File: src/rtl/uart_pkg.sv
// uart_pkg: FSM state encoding and widths shared by the UART TX and future RX blocks
package uart_pkg;
    typedef enum logic [2:0] {IDLE, START, DATA, PARITY, STOP} uart_state_t;
    localparam int BYTE_W    = 8;
    localparam int BIT_CNT_W = 3;
endpackage

File: src/rtl/uart_tx_fifo.sv
// uart_tx_fifo: synchronous FIFO; pushes when full and pops when empty are ignored
module uart_tx_fifo
    import uart_pkg::*;
#(
    parameter int DEPTH = 8,
    parameter int W     = BYTE_W,
    localparam int AW   = $clog2(DEPTH),
    localparam int CW   = AW + 1
) (
    input  logic          clk,
    input  logic          reset,
    input  logic          push,
    input  logic          pop,
    input  logic [W-1:0]  din,
    output logic [W-1:0]  dout,
    output logic [CW-1:0] count,
    output logic          full,
    output logic          empty
);
    logic [W-1:0]  mem [DEPTH];
    logic [AW-1:0] wr_ptr, rd_ptr;
    logic          do_push, do_pop;

    assign full    = count == CW'(DEPTH);
    assign empty   = count == '0;
    assign do_push = push && !full;
    assign do_pop  = pop && !empty;
    assign dout    = mem[rd_ptr];

    always_ff @(posedge clk) begin
        if (reset) begin
            wr_ptr <= '0;
            rd_ptr <= '0;
            count  <= '0;
        end else begin
            if (do_push) wr_ptr <= wr_ptr + AW'(1);
            if (do_pop) rd_ptr <= rd_ptr + AW'(1);
            count <= count + CW'(do_push) - CW'(do_pop);
        end
    end

    always_ff @(posedge clk) begin
        if (do_push) mem[wr_ptr] <= din;
    end
endmodule

File: src/rtl/uart_tx_buf.sv
// uart_tx_buf: buffered UART transmitter (FIFO + frame FSM/shifter).
// Define UART_TX_PARITY_EN to append a parity bit after the data bits.
module uart_tx_buf
    import uart_pkg::*;
#(
    parameter int CLK_DIV    = 10416,
    parameter int DATA_BITS  = 8,
    parameter int STOP_BITS  = 1,
    parameter int FIFO_DEPTH = 8,
    parameter int PARITY_ODD = 0,
    localparam int CW        = $clog2(FIFO_DEPTH) + 1
) (
    input  logic          clk,
    input  logic          reset,
    input  logic          in_valid,
    input  logic [7:0]    in_data,
    output logic          in_ready,
    output logic          TxD,
    output logic          busy,
    output logic          tx_done,
    output logic [CW-1:0] fifo_count
);
    localparam int STOP_LEN = CLK_DIV * STOP_BITS;
    localparam int BW       = $clog2(STOP_LEN);
    localparam logic [BW-1:0]        BIT_LAST  = BW'(CLK_DIV - 1);
    localparam logic [BW-1:0]        STOP_LAST = BW'(STOP_LEN - 1);
    localparam logic [BIT_CNT_W-1:0] DATA_LAST = BIT_CNT_W'(DATA_BITS - 1);
    localparam logic [BYTE_W-1:0]    MASK      = BYTE_W'((1 << DATA_BITS) - 1);
`ifdef UART_TX_PARITY_EN
    localparam uart_state_t AFTER_DATA = PARITY;
`else
    localparam uart_state_t AFTER_DATA = STOP;
`endif

    uart_state_t          state, state_n;
    logic [BW-1:0]        baud;
    logic [BIT_CNT_W-1:0] bit_cnt;
    logic [BYTE_W-1:0]    shifter, head;
    logic                 parity, pop, full, empty, bit_end, stop_end;

    uart_tx_fifo #(.DEPTH(FIFO_DEPTH), .W(BYTE_W)) u_fifo (
        .clk   (clk),
        .reset (reset),
        .push  (in_valid),
        .pop   (pop),
        .din   (in_data),
        .dout  (head),
        .count (fifo_count),
        .full  (full),
        .empty (empty)
    );

    assign in_ready = !full;
    assign busy     = (state != IDLE) || !empty;
    assign bit_end  = baud == BIT_LAST;
    assign stop_end = baud == STOP_LAST;

    always_comb begin
        state_n = state;
        pop     = 1'b0;
        tx_done = (state == STOP) && stop_end;
        TxD     = (state == START) ? 1'b0 :
                  (state == DATA)  ? shifter[0] :
                  (state == PARITY) ? parity : 1'b1;
        case (state)
            IDLE:    begin pop = !empty; state_n = empty ? IDLE : START; end
            START:   if (bit_end) state_n = DATA;
            DATA:    if (bit_end && bit_cnt == DATA_LAST) state_n = AFTER_DATA;
            PARITY:  if (bit_end) state_n = STOP;
            // back-to-back frames: pop on the last stop cycle so no idle gap appears
            STOP:    if (stop_end) begin pop = !empty; state_n = empty ? IDLE : START; end
            default: state_n = IDLE;
        endcase
    end

    always_ff @(posedge clk) begin
        if (reset) begin
            state   <= IDLE;
            baud    <= '0;
            bit_cnt <= '0;
            shifter <= '0;
            parity  <= 1'b0;
        end else begin
            state <= state_n;
            baud  <= (state == IDLE || state_n != state || (state == DATA && bit_end)) ? '0 : baud + BW'(1);
            if (pop) begin
                shifter <= head & MASK;
                parity  <= (^(head & MASK)) ^ PARITY_ODD[0];
                bit_cnt <= '0;
            end else if (state == DATA && bit_end) begin
                shifter <= shifter >> 1;
                bit_cnt <= bit_cnt + BIT_CNT_W'(1);
            end
        end
    end
endmodule

File: config.mk
export PLATFORM = sky130hd
export DESIGN_NAME = uart_tx_buf
export DESIGN_NICKNAME = d
export VERILOG_FILES = /design/src/rtl/uart_pkg.sv /design/src/rtl/uart_tx_fifo.sv /design/src/rtl/uart_tx_buf.sv
export SDC_FILE = /design/constraint.sdc
export NUM_CORES = 1
export LEC_CHECK = 0
export CAP_MARGIN = 20
export CORE_MARGIN = 2
export CORE_UTILIZATION = 55
export CTS_CLUSTER_DIAMETER = 150
export DETAILED_ROUTE_END_ITERATION = 16
export PLACE_DENSITY = 0.79
export REMOVE_ABC_BUFFERS = 1
export SYNTH_ARGS = -nofsm -noshare
export SYNTH_HDL_FRONTEND = slang
export SYNTH_SLANG_ARGS = --single-unit
File: constraint.sdc
create_clock -name clk -period 6.2 [get_ports clk]
set_input_delay 1.86 -clock clk [delete_from_list [all_inputs] [get_ports clk]]
set_output_delay 1.86 -clock clk [all_outputs]
set_load 0.05 [all_outputs]
==> results of run 1 <==
[worst min path at each step]
stage | to | from | slack (ps) | cells after the start
floorplan | baud[0] | baud[0] | 430 | 1
global placement | baud[0] | baud[0] | 440 | 1
detailed placement | shifter[4] | shifter[4] | 450 | 2
CTS | shifter[4] | shifter[4] | 460 | 2
global route | shifter[4] | shifter[4] | 480 | 2
finish | shifter[5] | shifter[5] | 460 | 2
[state kept, by name (all words and copies together) (netlist names), named ones only]
register and flops:
u_fifo.count 4, u_fifo.rd_ptr 3, baud 14, u_fifo.wr_ptr 3, shifter 8, state 3
parity 1, u_fifo.mem 64, bit_cnt 3
[cell type report]
class | instances | area (sq um)
clock buffers | 9 | 124
clock inverters | 7 | 70.1
fillers | 578 | 2910
inverters | 10 | 37.5
multi-input cells | 191 | 1570
flip-flops and latches | 106 | 2760
well taps | 102 | 128
repair buffers | 22 | 208
[critical path, stage by stage, from the launching register on]
cell,delay (ps)
dfxtp_1,380
ha_1,220
and4_1,300
nand4_1,230
nor4_1,220
clkdlybuf4s50_1,840
[synthesized netlist by cell type (4+ instances only)]
library cell	count
a211oi_1	5
a21oi_1	9
a22oi_1	4
clkbuf_1	6
dfxtp_1	42
edfxtp_1	64
ha_1	11
inv_1	10
mux2_2	5
mux2i_1	7
mux4_1	6
mux4_2	10
nand2_1	18
nand2b_1	6
nand3_1	8
nand4_1	4
nor2_1	40
nor2b_1	4
nor3_1	8
xnor2_1	11
xor2_1	14
[report_power, final]
group | internal (mW) | switching, mW
Sequential | 0.825 | 0.0754
Combinational | 0.299 | 0.319
Clock | 0.157 | 0.249
[cells by family after synthesis]
group | count (synthesis) | synth area share [%]
buffers and inverters | 25 | 3.20
xor gates and xnor gates | 25 | 4.91
and+or+nand+nor | 101 | 11.0
AOI/OAI and AO/OA | 24 | 3.68
muxes | 29 | 11.7
adders and majority gates | 12 | 3.54
DFF | 106 | 62.0
[stage by stage]
step	std cells	worst slack, ps	area [sq um]	power, mW
3_5_place_dp	430	2200	4700	1.54
6_report	447	1790	4890	1.92
5_1_grt	447	1620	4890	2.04
3_3_place_gp	429	2190	4690	1.52
4_1_cts	446	1770	4890	1.95
2_1_floorplan	307	1880	4350	1.37
[routing by layer]
metal | track usage (%) | up-vias
met2 | 30.8 | 38
met5 | 0 | -
met3 | 5.06 | 9
met1 | 23.9 | 1174
li1 | - | 1208
met4 | 4.71 | 0
==> metrics, run 1 <==
PwrDens=393 mW/mm^2; Yosys top cell by area=edfxtp_1; HPWL after detailed placement=4.89 mm; CTS Hold Buffers Added=0; crit path max fanout=5; fin util=62.7%; Worst Setup SP=baud[0]; vias in the first global route=2421; first-pass GRT wire length=12.1 mm; Tot GR Track Use=18.4%; uppermost routed layer=met4; Worst R2R Start=baud[0]; largest cells by area after synthesis=edfxtp_1 43%, dfxtp_1 19%, mux4_2 5.1%; Least-Margin Pin Slew=979 ps; # diodes=0; initial antenna violation count=0; Slew headroom=34.5%; PostCTS Resize Cnt=0; CP Capture Type=output port; crit path DAT=2550 ps; Worst-path clk slew=roughly 110 ps; commonest non-fill, non-tap cell in the layout=edfxtp_1; DR WL/cell=approximately 16 um; f_max=227 MHz; Period Utilization, post-route=71.2%; Max VDD drop=between 200 and 250 uV; Top Ports=19; Critical Setup Path Class=reg -> out; pins over their slew limit=0; final setup vio count=0; routed via count=2429; met3 WL post-DR=254 um; fraction of layout instances using a drive strength above 1=around 11%; cts bufs inserted=9; Netlist cell types=43; core area=0.00781 sq mm; first drt pass iteration count=4; Die Ht=approximately 94 um; Post-CTS Repair Setup Buffers=0; PortBufs=18; H-tree levels=3; Setup TNS Final=0 ps; R2R cell count=11; Num Clock Sinks=106; Hold Path Class=reg -> reg; Post-synth EDFFs=64; Post-Syn Area=0.00446 sq mm; Fin. Hold Viols=0; Cell Rows=32; Clock Path Buffers=2; DIE WIDTH=94.0 um; unrepaired setup endpoints after global routing=false; Worst Path Required=around 4300 ps; async set or reset register ratio after synthesis=0%; Pleak=1.63 nW; Final #Nets=363; max-cap violations=0; crit path to=tx_done; WL met1=3.15 mm; most frequent cells in the layout=64 x edfxtp_1, 42 x dfxtp_1, 40 x nor2_1, 18 x nand2_1, 18 x clkdlybuf4s50_1; Syn Inst Count=322; vias per inst=approximately 5.4; WL final=7.19 mm; post-synthesis sequential area ratio=62.0%; top_reg_cell synth=edfxtp_1; Tmin final=4410 ps; routability cong.=0.754; r2r setup slk=3240 ps; Yosys Warn Count=0; drt drc=0; startpoint types=register; initial core utilization=57.1%; largest net degree at the start of global routing=28; synthesis-to-finish area growth=9.80%; DRT iter0 DRCs=117; worst clock skew=13.5 ps; Avg Cell Area, Syn=13.8 sq um; status=complete, no violations; CTS root buf=clkbuf_8; Overflow after GRT=0; area of the die=a little under 0.009 sq mm; Clock Latency Late Sink=370 ps; reg2reg end=u_fifo.count[2]; hold slack final=463 ps; FF+latch count, synth=between 100 and 150; wire length on met2=around 3.7 mm; DRT antenna net count=0; top cell type's share of synthesized area=a little over two fifths; CTS tree=built
(Power assumes the default switching activity.)
==> run 2, diff against run 1 <==
- CORE_UTILIZATION: 55 -> 54
- PLACE_DENSITY: 0.79 -> 0.81
- clock period: 6.2 -> 3.61 ns (I/O delays scaled with it)
==> run 2 against run 1 <==
Net effect:
- sequential share of layout area fell by 0.87 points
- die area is 1.8% higher
- clock skew grew 1.9 ps
- sequential cell count did not move
- non-clock buffer count up 8
- design area increased by 1.6%
- final cell count increased by 2.5%
- combinational power grew 80%
==> metrics, run 2 (synthesis results as in run 1) <==
crit path DAT=2290 ps; Final #Nets=371; unrepaired setup endpoints after global routing=false; Setup TNS Final=0 ps; Tot GR Track Use=a little under a fifth; routability cong.=0.744; Num Clock Sinks=106; DRT iter0 DRCs=80; most frequent cells in the layout=64 x edfxtp_1, 42 x dfxtp_1, 40 x nor2_1, 18 x nand2_1, 17 x clkdlybuf4s50_1; H-tree levels=3; Top Ports=19; Cell Rows=33; Power Total=approximately 3.4 mW; CTS root buf=clkbuf_8; Fin. Hold Viols=0; worst clock skew=15.4 ps; first-pass GRT wire length=12.8 mm; initial core utilization=between 50% and 60%; Worst-path clk slew=110 ps; met3 WL post-DR=325 um; routed via count=2520; drt drc=0; largest net degree at the start of global routing=27; Max stage delay cell, worst path=dlygate4sd2_1; WL final=7.68 mm; HPWL after detailed placement=5.16 mm; Crit path largest cell delay=560 ps; Critical Setup Path Class=reg -> out; commonest non-fill, non-tap cell in the layout=edfxtp_1; fraction of layout instances using a drive strength above 1=13.3%; CP cell instances=ha_1 > and4_1 > nand4_1 > nor4_1 > dlygate4sd2_1; Hold Path Class=reg -> reg; Least-Margin Pin Slew=738 ps; WL met1=around 3.4 mm; uppermost routed layer=met4; DIE WIDTH=94.9 um; Slew headroom=50.7%; Period Utilization, post-route=93.4%; status=complete, no violations; vias per inst=about 5.5; initial antenna violation count=0; PortBufs=18; # diodes=0; first drt pass iteration count=4; DRT antenna net count=0; max-cap violations=0; Overflow after GRT=0; cts bufs inserted=9; wire length on met2=about 4 mm; fill count=622; pins over their slew limit=0; core area=0.00809 sq mm; Biggest register=u_fifo.mem; Worst Path Required=2530 ps; synthesis-to-finish area growth=11.5%; Regs by FF count=u_fifo.mem: 64 flops, baud: 14 flops, shifter: 8 flops; DR WL/cell=16.8 um; number of flip-flops in the largest register=64; area of the die=0.00900 sq mm; startpoint types=register; crit path max fanout=5; Tmin final=approximately 3400 ps; Die Ht=94.9 um; f_max=296 MHz; PwrDens=a little under 700 mW/mm^2; Max VDD drop=362 uV; Clock Latency Late Sink=roughly 380 ps; CP Capture Type=output port; Pleak=around 1.7 nW; vias in the first global route=2589; CTS tree=built; r2r setup slk=640 ps; final setup vio count=0; CTS Hold Buffers Added=0; Clock Path Buffers=2
## run 2: cell count changes in the layout (fill, tap and decap cells not counted), sizes merged
cell | before | now
buf | 4 | 12
dlygate4sd2 | 0 | 1
clkdlybuf4s50 | 18 | 17
clkinv | 2 | 1
clkinvlp | 2 | 0
inv | 13 | 16
## run 2: power breakdown
part           internal [mW]  total (mW)  switching, mW
registers               1.42        1.53          0.116
clock network          0.283       0.744          0.460
logic                  0.526        1.11          0.580
total                   2.22        3.38           1.16
## run 2: area by class of cell
class | count | area [sq um] | area share, %
clock buffer | 9 | 124 | 2.49
timing repair buffer | 30 | 269 | 5.41
tap | 105 | 131 | 2.64
inverter | 10 | 37.5 | 0.755
multi-input combinational | 191 | 1570 | 31.5
sequential | 106 | 2760 | 55.6
clock inverter | 7 | 81.3 | 1.64
## run 2: per-stage QoR
stage                     cells  util, %  cell area [sq um]  setup slack (ps)  hold slack [ps]
after floorplan             307        -               4350             -71.1              426
after global placement      442     58.9               4770               432              442
after detailed placement    442     58.9               4770               341              451
after CTS                   458     61.4               4970               226              466
after global routing        458     61.4               4970               105              481
final                       458     61.4               4970               237              466
## run 2: final timing paths
| path | from | to | cells past startpoint |
|---|---|---|---|
| worst max-delay path | baud[0] | tx_done | 5 |
| worst min-delay path | shifter[0] | shifter[0] | 2 |
| worst max register to register | baud[0] | u_fifo.count[2] | 11 |
| worst min register to register | shifter[0] | shifter[0] | 2 |
## run 2: metal layers
metal  global-route usage, %  up-vias
met5                       0        -
li1                        -     1226
met2                    32.7       50
met3                    4.87       10
met4                    6.04        0
met1                    24.1     1234
## run 2: timing repair
action / in CTS / in global routing
endpoints found under the setup margin: 1 / 0
buffers inserted: 0 / 0
resized for setup: 1 / 0
## run 2: critical path, delay by kind of cell (launching register included)
family / cells / cell delay (ps)
adders and majority gates: 1 / 220
buffers and inverters: 1 / 560
and+or+nand+nor: 3 / 750
DFF: 1 / 390
